==> src/rtl/ahb_arb_pkg.sv <==
// Shared AHB-Lite encodings and the address-phase record used by the two-master arbiter.
package ahb_arb_pkg;

  // Widest HADDR the address-phase record can carry; ADDR_W must not exceed it.
  localparam int AHB_ADDR_MAX_W = 64;

  typedef enum logic [1:0] {
    HTRANS_IDLE   = 2'b00,
    HTRANS_BUSY   = 2'b01,
    HTRANS_NONSEQ = 2'b10,
    HTRANS_SEQ    = 2'b11
  } htrans_e;

  typedef enum logic [2:0] {
    HSIZE_BYTE   = 3'd0,
    HSIZE_HALF   = 3'd1,
    HSIZE_WORD   = 3'd2,
    HSIZE_DWORD  = 3'd3,
    HSIZE_4WORD  = 3'd4,
    HSIZE_8WORD  = 3'd5,
    HSIZE_16WORD = 3'd6,
    HSIZE_32WORD = 3'd7
  } hsize_e;

  typedef enum logic [2:0] {
    HBURST_SINGLE = 3'd0,
    HBURST_INCR   = 3'd1,
    HBURST_WRAP4  = 3'd2,
    HBURST_INCR4  = 3'd3,
    HBURST_WRAP8  = 3'd4,
    HBURST_INCR8  = 3'd5,
    HBURST_WRAP16 = 3'd6,
    HBURST_INCR16 = 3'd7
  } hburst_e;

  typedef enum logic {
    MST_M0 = 1'b0,
    MST_M1 = 1'b1
  } mst_e;

  typedef struct packed {
    logic [AHB_ADDR_MAX_W-1:0] addr;
    htrans_e                   trans;
    logic                      write;
    hsize_e                    size;
    hburst_e                   burst;
    logic [3:0]                prot;
    logic                      lock;
  } ahb_aph_t;

  function automatic logic trans_active(input htrans_e t);
    return (t == HTRANS_NONSEQ) || (t == HTRANS_SEQ);
  endfunction

endpackage

==> src/rtl/ahb_arb_hold.sv <==
// Per-master capture slot: parks an address phase that lost arbitration, raises pend,
// and stalls the master until the parked transfer has finished its slave data phase.
module ahb_arb_hold
  import ahb_arb_pkg::*;
(
  input  logic     clk,
  input  logic     rst,
  input  ahb_aph_t live,
  input  logic     selected,
  input  logic     dph_mine,
  input  logic     s_hready,
  output ahb_aph_t held,
  output logic     pend,
  output logic     m_hready
);

  logic live_req;
  logic drives_live;
  logic capture;
  logic accept;

  always_comb begin
    live_req    = trans_active(live.trans);
    drives_live = selected && !pend && live_req;
    m_hready    = 1'b1;
    // A live transfer on the slave bus must only complete when the slave does,
    // even before this master owns the data phase.
    if (pend) begin
      m_hready = 1'b0;
    end else if (dph_mine || drives_live) begin
      m_hready = s_hready;
    end
    capture = live_req && m_hready && !selected;
    accept  = selected && pend && s_hready;
  end

  always_ff @(posedge clk) begin
    if (rst) begin
      pend <= 1'b0;
      held <= '0;
    end else if (capture) begin
      pend <= 1'b1;
      held <= live;
    end else if (accept) begin
      pend <= 1'b0;
    end
  end

endmodule

==> src/rtl/ahb_lite_arb2.sv <==
// Two-master AHB-Lite arbiter in front of one shared slave; losers are parked, not retried.
// Build option: define AHB_ARB_RR_EN for round-robin tie-break, otherwise M0 wins ties.
module ahb_lite_arb2
  import ahb_arb_pkg::*;
#(
  parameter int ADDR_W = 32
) (
  input  logic              CLK,
  input  logic              RESET,
  input  logic [ADDR_W-1:0] M0_HADDR,
  input  logic [1:0]        M0_HTRANS,
  input  logic              M0_HWRITE,
  input  logic [2:0]        M0_HSIZE,
  input  logic [2:0]        M0_HBURST,
  input  logic [3:0]        M0_HPROT,
  input  logic              M0_HLOCK,
  input  logic [31:0]       M0_HWDATA,
  output logic [31:0]       M0_HRDATA,
  output logic              M0_HREADY,
  output logic              M0_HRESP,
  input  logic [ADDR_W-1:0] M1_HADDR,
  input  logic [1:0]        M1_HTRANS,
  input  logic              M1_HWRITE,
  input  logic [2:0]        M1_HSIZE,
  input  logic [2:0]        M1_HBURST,
  input  logic [3:0]        M1_HPROT,
  input  logic              M1_HLOCK,
  input  logic [31:0]       M1_HWDATA,
  output logic [31:0]       M1_HRDATA,
  output logic              M1_HREADY,
  output logic              M1_HRESP,
  output logic              S_HSEL,
  output logic [ADDR_W-1:0] S_HADDR,
  output logic [1:0]        S_HTRANS,
  output logic              S_HWRITE,
  output logic [2:0]        S_HSIZE,
  output logic [2:0]        S_HBURST,
  output logic [3:0]        S_HPROT,
  output logic              S_HLOCK,
  output logic [31:0]       S_HWDATA,
  input  logic [31:0]       S_HRDATA,
  input  logic              S_HREADY,
  input  logic              S_HRESP
);

  ahb_aph_t live0, live1, held0, held1, own_live, drv;
  logic     pend0, pend1, hready0, hready1;
  logic     req0, req1, keep, s_active, accept;
  logic     dph_vld;
  mst_e     own_q, sel, dph_own, tie_winner;
  logic     addr_unused;

  always_comb begin
    live0 = '{addr: AHB_ADDR_MAX_W'(M0_HADDR), trans: htrans_e'(M0_HTRANS), write: M0_HWRITE,
              size: hsize_e'(M0_HSIZE), burst: hburst_e'(M0_HBURST), prot: M0_HPROT,
              lock: M0_HLOCK};
    live1 = '{addr: AHB_ADDR_MAX_W'(M1_HADDR), trans: htrans_e'(M1_HTRANS), write: M1_HWRITE,
              size: hsize_e'(M1_HSIZE), burst: hburst_e'(M1_HBURST), prot: M1_HPROT,
              lock: M1_HLOCK};
  end

`ifdef AHB_ARB_RR_EN
  mst_e last_grant;

  assign tie_winner = (last_grant == MST_M1) ? MST_M0 : MST_M1;

  always_ff @(posedge CLK) begin
    if (RESET) begin
      last_grant <= MST_M1;
    end else if (accept) begin
      last_grant <= sel;
    end
  end
`else
  assign tie_winner = MST_M0;
`endif

  // Arbitration: ownership only moves at slave address-phase boundaries, and never
  // out of a burst (SEQ/BUSY) or a locked sequence.
  always_comb begin
    req0     = pend0 || trans_active(live0.trans);
    req1     = pend1 || trans_active(live1.trans);
    own_live = (own_q == MST_M1) ? live1 : live0;
    keep     = (own_live.trans == HTRANS_SEQ) || (own_live.trans == HTRANS_BUSY) ||
               own_live.lock;
    sel      = own_q;
    if (S_HREADY && !keep) begin
      if (req0 && req1) begin
        sel = tie_winner;
      end else if (req0) begin
        sel = MST_M0;
      end else if (req1) begin
        sel = MST_M1;
      end
    end
  end

  always_comb begin
    if (sel == MST_M1) begin
      drv = pend1 ? held1 : live1;
    end else begin
      drv = pend0 ? held0 : live0;
    end
    s_active    = trans_active(drv.trans);
    accept      = S_HREADY && s_active;
    // Bits above ADDR_W are zero-extended and never reach the slave.
    addr_unused = ^drv.addr;
  end

  always_ff @(posedge CLK) begin
    if (RESET) begin
      own_q   <= MST_M0;
      dph_vld <= 1'b0;
      dph_own <= MST_M0;
    end else begin
      own_q <= sel;
      if (S_HREADY) begin
        dph_vld <= accept;
        if (accept) begin
          dph_own <= sel;
        end
      end
    end
  end

  ahb_arb_hold u_hold0 (
    .clk      (CLK),
    .rst      (RESET),
    .live     (live0),
    .selected (sel == MST_M0),
    .dph_mine (dph_vld && (dph_own == MST_M0)),
    .s_hready (S_HREADY),
    .held     (held0),
    .pend     (pend0),
    .m_hready (hready0)
  );

  ahb_arb_hold u_hold1 (
    .clk      (CLK),
    .rst      (RESET),
    .live     (live1),
    .selected (sel == MST_M1),
    .dph_mine (dph_vld && (dph_own == MST_M1)),
    .s_hready (S_HREADY),
    .held     (held1),
    .pend     (pend1),
    .m_hready (hready1)
  );

  // Everything seen by the slave and the masters is parked at its idle value in reset.
  always_comb begin
    S_HSEL    = 1'b0;
    S_HADDR   = '0;
    S_HTRANS  = HTRANS_IDLE;
    S_HWRITE  = 1'b0;
    S_HSIZE   = '0;
    S_HBURST  = '0;
    S_HPROT   = '0;
    S_HLOCK   = 1'b0;
    S_HWDATA  = '0;
    M0_HRDATA = '0;
    M1_HRDATA = '0;
    M0_HREADY = 1'b1;
    M1_HREADY = 1'b1;
    M0_HRESP  = 1'b0;
    M1_HRESP  = 1'b0;
    if (!RESET) begin
      S_HSEL    = s_active;
      S_HADDR   = drv.addr[ADDR_W-1:0];
      S_HTRANS  = drv.trans;
      S_HWRITE  = drv.write;
      S_HSIZE   = drv.size;
      S_HBURST  = drv.burst;
      S_HPROT   = drv.prot;
      S_HLOCK   = drv.lock;
      S_HWDATA  = (dph_own == MST_M1) ? M1_HWDATA : M0_HWDATA;
      M0_HRDATA = S_HRDATA;
      M1_HRDATA = S_HRDATA;
      M0_HREADY = hready0;
      M1_HREADY = hready1;
      M0_HRESP  = dph_vld && (dph_own == MST_M0) && S_HRESP;
      M1_HRESP  = dph_vld && (dph_own == MST_M1) && S_HRESP;
    end
  end

endmodule

==> config.mk <==
export PLATFORM = sky130hd
export DESIGN_NAME = ahb_lite_arb2
export DESIGN_NICKNAME = d
export VERILOG_FILES = /design/src/rtl/ahb_arb_pkg.sv /design/src/rtl/ahb_arb_hold.sv /design/src/rtl/ahb_lite_arb2.sv
export SDC_FILE = /design/constraint.sdc
export NUM_CORES = 1
export LEC_CHECK = 0
export BUFFER_PORTS_ARGS = -buffer_cell sky130_fd_sc_hd__buf_2
export CELL_PAD_IN_SITES_DETAIL_PLACEMENT = 0
export CELL_PAD_IN_SITES_GLOBAL_PLACEMENT = 1
export CORE_MARGIN = 2
export CORE_UTILIZATION = 34
export CTS_CLUSTER_DIAMETER = 30
export DETAILED_ROUTE_END_ITERATION = 10
export PLACE_DENSITY = 0.88
export SYNTH_ARGS = -nofsm -noshare
export SYNTH_HDL_FRONTEND = slang
export SYNTH_SLANG_ARGS = --single-unit
==> constraint.sdc <==
create_clock -name CLK -period 3.3 [get_ports CLK]
set_input_delay 0.33 -clock CLK [delete_from_list [all_inputs] [get_ports CLK]]
set_output_delay 0.33 -clock CLK [all_outputs]
set_load 0.01 [all_outputs]
==> results of run 1 <==
==> worst paths after layout <==
kind,cells past startpoint,end,slack [ns]
max,6,S_HADDR[2],0.44
min,2,u_hold1.held[44],0.20
max reg2reg,6,u_hold1.held[15],0.91
min reg2reg,2,u_hold0.held[12],0.45
==> sequential cells by signal, summed over array words and instances (netlist names) <==
name,count
dph_own,1
dph_vld,1
own_q,1
u_hold0.held,46
u_hold0.pend,1
u_hold1.held,46
u_hold1.pend,1
==> power groups by stage <==
stage / sequential [mW] / clock (mW) / combinational [mW]
floorplan: 1.27 / 0 / 0.486
global placement: 1.27 / 0 / 0.803
detailed placement: 1.28 / 0 / 0.806
CTS: 1.25 / 0.998 / 0.808
global route: 1.26 / 1.05 / 0.882
finish: 1.25 / 0.983 / 0.813
==> metrics by stage <==
stage,power [mW],instance area (µm²)
3_3_place_gp,2.076,8123
3_5_place_dp,2.082,8123
2_1_floorplan,1.755,6523
4_1_cts,3.055,8388
6_report,3.045,8398
5_1_grt,3.185,8398
==> synth_stat cells <==
cell,count,area share
o211a_1,1,0.0015
and3b_1,1,0.0013
mux2i_1,35,0.054
a31oi_1,26,0.025
a31o_1,31,0.042
buf_4,36,0.041
o2111ai_1,1,0.0013
nand2_1,122,0.070
or2_2,2,0.0019
o21ai_0,49,0.038
nand2b_1,4,0.0038
nor2b_1,33,0.032
buf_1,5,0.0029
a21boi_2,1,0.0017
inv_2,1,0.00057
nor3_1,1,0.00077
or3b_1,1,0.0013
nand4_1,1,0.00096
o21ai_4,1,0.0025
a32oi_1,17,0.023
o2111ai_2,1,0.0023
and3_1,1,0.00096
o21a_1,3,0.0035
inv_1,49,0.028
a22o_1,1,0.0013
or3b_2,2,0.0027
buf_2,14,0.011
nor2_1,39,0.022
o221a_2,2,0.0035
o21ai_1,1,0.00077
a311oi_1,45,0.060
nor4b_1,2,0.0027
o2111a_1,1,0.0017
mux2_2,47,0.081
and4_1,2,0.0027
nor3b_1,1,0.0012
clkbuf_1,69,0.040
a31o_2,14,0.019
dfxtp_1,97,0.30
nand3_1,26,0.020
a21oi_1,69,0.053
==> kinds of logic (layout without fill, tap and decap cells) <==
logic type	Yosys count	after routing	synth area share
muxes	82	82	0.1349
and+or+nand+nor	238	238	0.1646
buffers and inverters	174	425	0.1235
AOI/OAI and AO/OA	264	264	0.2793
other	0	4	0
DFF	97	97	0.2977
==> area by class of cell <==
cell class,count,share of cell area
Multi-Input combinational cell,584,0.4531
Sequential cell,97,0.2315
Timing Repair Buffer,359,0.2254
Tap cell,234,0.03486
Clock buffer,12,0.02816
Inverter,50,0.02235
Clock inverter,4,0.003427
Antenna cell,4,0.001192
==> layer usage <==
metal,vias to the layer above,share of wire
li1,3500,-
met1,3433,0.46
met2,367,0.43
met3,24,0.088
met4,0,0.015
met5,-,0
==> results.toml, run 1 <==
[power_and_ir_drop]
p_per_area_mw_per_mm2 = 362.6
switching_power_mw = 0.9482
swShare = 0.3114
p_leak_nw = 3.542
p_clk_frac = 0.323
power_frac_comb = 0.267
power_frac_seq = 0.410
ir_drop_mv = 0.2131
p_int_mw = 2.097

[grt]
grtUsageTotal = 0.2283
overflow = 0
grt-busiest-layer = "met1"
grt_pass1_wl_um = 36350
grt.met2_usage = 0.3254
grt_util_met1 = 0.3462
grt_max_degree = 131
met3_usage = 0.04004
antenna_found_initial = 5
grt_pass1_vias = 6397

[synth]
syn_area_mm2 = 0.006523
yosysUniqueCellTypes = 41
syn_inst = 855
syn_area_per_cell_um2 = 7.629
ys_ff_latch = 97
ys_seq_area_frac = 0.2977
mappedNetlistNets = 1047
yosys_warnings = 0

[floorplanning]
die_h_um = 142.5
die_w_um = 142.5
start_util = 0.3475
rows = 50
ios = 339
coreArea_mm2 = 0.01877
die-area_mm2 = 0.02031

[timing]
finalSetupTns_ns = 0
clock_skew_ns = 0.006098
max_freq_mhz = 349.1
drv_slew = 0
post-route-period-util = 0.8679
layout_setup_ws_ns = 0.4358
setup_viol = 0
hold_violations = 0
fin_crit_ns = 2.864
holdWs_ns = 0.1961
relSlewSlack = 0.4392
rsz0062_at_grt = "false"
worstMarginPinSlew_ns = 0.8393

[layout]
fin_nets = 1293
register_area_mm2 = 0.001944
area_delta_synth_final_pct = 28.75
multi_input_area_mm2 = 0.003805
stdcell_count = 1344
drive_gt1_frac = 0.4033
layout_commonest_cell = "buf_2"
final_cell_mix = "337 x buf_2, 122 x nand2_1, 95 x dfxtp_1"
fillCellCount = 1935
fin_util = 0.4475

[detailed_routing]
wl_per_cell_um = 18.35
via_count = 7324
drc = 0
via_per_inst = 5.449
drtAntennaViolNets = 0
dr.first_iter.drc_count = 614
first_pass_iters = 5
wl_um = 24670

[place]
hpwlAfterDp_um = 17830
io_buffer_count = 338
place_congestion = 0.8294
dp.cells = 1324
dp_slack_ns = 0.7074

[critical_path]
slowest_stage = "a21oi_4"
cpLargestDelayFamily = "compound AO/OA/AOI/OAI gates"
worst-path-buf-inv = 2
critPathKind = "reg2out"
cp-startpoint = "u_hold1.pend"
arrival_ns = 2.53
slowest_delay_ns = 0.68
end_kind = "output port"
path_cells = "or2_2, a21oi_4, buf_4, nand3_1, a31oi_1, buf_2"
cp.required_ns = 2.97
startpoint_type = "flip-flop"
r2r_start = "u_hold1.pend"
worstPathMaxFanout = 27

[run_status]
status = "finished clean"

[clocking]
cts_made_buffers = 9
hold_buffers = 0
h-tree-depth = 3
clock-sinks = 97
clock_latency_ns = 0.36
clk_pin_slew_ns = 0.07
post_cts_resized = 0
cts-root-buf = "clkbuf_16"
cts_tree = "done"
cts_setup_buffers = 0
clk_path_buf_depth = 2

[hold_path]
hold_start = "M1_HADDR[30]"
min_path_type = "in2reg"

[run]
cap_viol_max_count = 0
(Power assumes the default switching activity.)
==> run 2, diff against run 1 <==
CORE_UTILIZATION = 29   (was 34)
PLACE_DENSITY = 0.8   (was 0.88)
clock period = 2.6 ns   (was 3.3 ns; I/O delays follow)
==> results.toml, run 2 (synthesis results as in run 1) <==
[floorplanning]
die_h_um = 154.0
die-area_mm2 = 0.02371
ios = 339
rows = 54
die_w_um = 154.0
coreArea_mm2 = 0.02196
start_util = 0.2970

[timing]
setup_viol = 0
relSlewSlack = 0.5426
finalSetupTns_ns = 0
rsz0062_at_grt = "true"
layout_setup_ws_ns = 0.05376
clock_skew_ns = 0.006240
max_freq_mhz = 392.7
hold_violations = 0
fin_crit_ns = 2.546
holdWs_ns = 0.1342
drv_slew = 0
worstMarginPinSlew_ns = 0.6846
post-route-period-util = 0.9793

[critical_path]
end_kind = "output port"
arrival_ns = 2.29
path_cells = "or2_2, buf_4, and3b_1, buf_12, o21ai_0, a21oi_1, buf_2"
slowest_delay_ns = 0.38
slowest_stage = "or2_2"
worstPathMaxFanout = 43
critPathKind = "reg2out"
cp.required_ns = 2.34
startpoint_type = "flip-flop"

[layout]
area_delta_synth_final_pct = 33.80
fillCellCount = 2310
multi_input_area_mm2 = 0.003821
fin_nets = 1310
top_regs = "u_hold0.held (46), u_hold1.held (46)"
final_cell_mix = "337 x buf_2, 122 x nand2_1, 94 x dfxtp_1"
layout_commonest_cell = "buf_2"
register_area_mm2 = 0.001946
drive_gt1_frac = 0.4153
stdcell_count = 1405

[clocking]
clock-sinks = 97
hold_buffers = 0
cts-root-buf = "clkbuf_16"
cts_tree = "done"
clk_pin_slew_ns = 0.07
clk_path_buf_depth = 2
h-tree-depth = 3
cts_made_buffers = 9
clock_latency_ns = 0.35

[grt]
grtUsageTotal = 0.2074
overflow = 0
grt_max_degree = 96
grt_pass1_wl_um = 39170
antenna_found_initial = 7
grt_pass1_vias = 6758

[place]
io_buffer_count = 338
hpwlAfterDp_um = 18270
place_congestion = 0.7622
dp.cells = 1381
dp_slack_ns = 0.09368

[detailed_routing]
wl_per_cell_um = 18.57
dr.first_iter.drc_count = 675
drc = 0
top_layer_used = "met5"
wl_met2_um = 11540
via_per_inst = 5.342
via_count = 7505
wl_met1_um = 12140
first_pass_iters = 5
wl_met3_um = 2016
wl_um = 26100
drtAntennaViolNets = 0

[run_status]
status = "finished clean"

[run]
cap_viol_max_count = 0

[power_and_ir_drop]
ir_drop_mv = 0.2738
p_leak_nw = 3.689
p_per_area_mw_per_mm2 = 468.7

[hold_path]
min_path_type = "in2reg"
## run 2: cell count changes in the layout (fill, tap and decap cells not counted), sizes merged
cell,before,now
buf,359,374
clkinv,1,4
bufinv,0,2
clkbuf,12,10
clkinvlp,2,0
a21oi,69,70
diode,4,3
inv,51,50
## run 2: cell type report
class,count,area share
Tap cell,280,0.04014
Timing Repair Buffer,375,0.2413
Antenna cell,3,0.0008602
Inverter,50,0.02151
Clock buffer,9,0.02581
Sequential cell,97,0.2229
Clock inverter,6,0.009606
Multi-Input combinational cell,585,0.4378
## run 2: per-stage QoR
stage | util | total power [mW] | area (µm²)
5_1_grt | 0.3973 | 4.274 | 8725
4_1_cts | 0.3934 | 4.105 | 8640
2_1_floorplan | - | 2.227 | 6523
6_report | 0.3974 | 4.090 | 8727
3_5_place_dp | 0.3786 | 2.653 | 8313
3_3_place_gp | 0.3786 | 2.645 | 8313
## run 2: critical path: cells and delay by family, from the launching register on
family,cells,cell delay [ns]
compound gates,2,0.49
flops,1,0.32
buf+inv,3,0.53
simple gates,2,0.60
## run 2: path summary, 6_finish.rpt
kind / slack (ns) / end / start / cells past startpoint
max: 0.05 / S_HWRITE / u_hold1.pend / 7
min: 0.13 / u_hold1.held[29] / M1_HADDR[15] / 2
max reg2reg: 0.40 / u_hold1.held[16] / u_hold0.pend / 8
min reg2reg: 0.45 / u_hold0.held[19] / u_hold0.held[19] / 2
## run 2: power breakdown
part	switching (mW)	leakage [nW]	total (mW)	internal, mW
logic	0.575	2.74	1.06	0.482
registers	0.0315	0.791	1.58	1.55
clock network	0.614	0.155	1.45	0.836
total	1.22	3.69	4.09	2.87
## run 2: routing by layer
| metal | up-vias | track usage |
|---|---|---|
| li1 | 3553 | - |
| met1 | 3596 | 0.2989 |
| met2 | 322 | 0.3116 |
| met3 | 26 | 0.04481 |
| met4 | 8 | 0.05563 |
| met5 | - | 0 |
## run 2: what timing repair did
action,CTS,global route
setup buffers,0,4
cloned,1,1
resized for setup,2,7
setup endpoints to repair,43,16
pin swaps,1,1
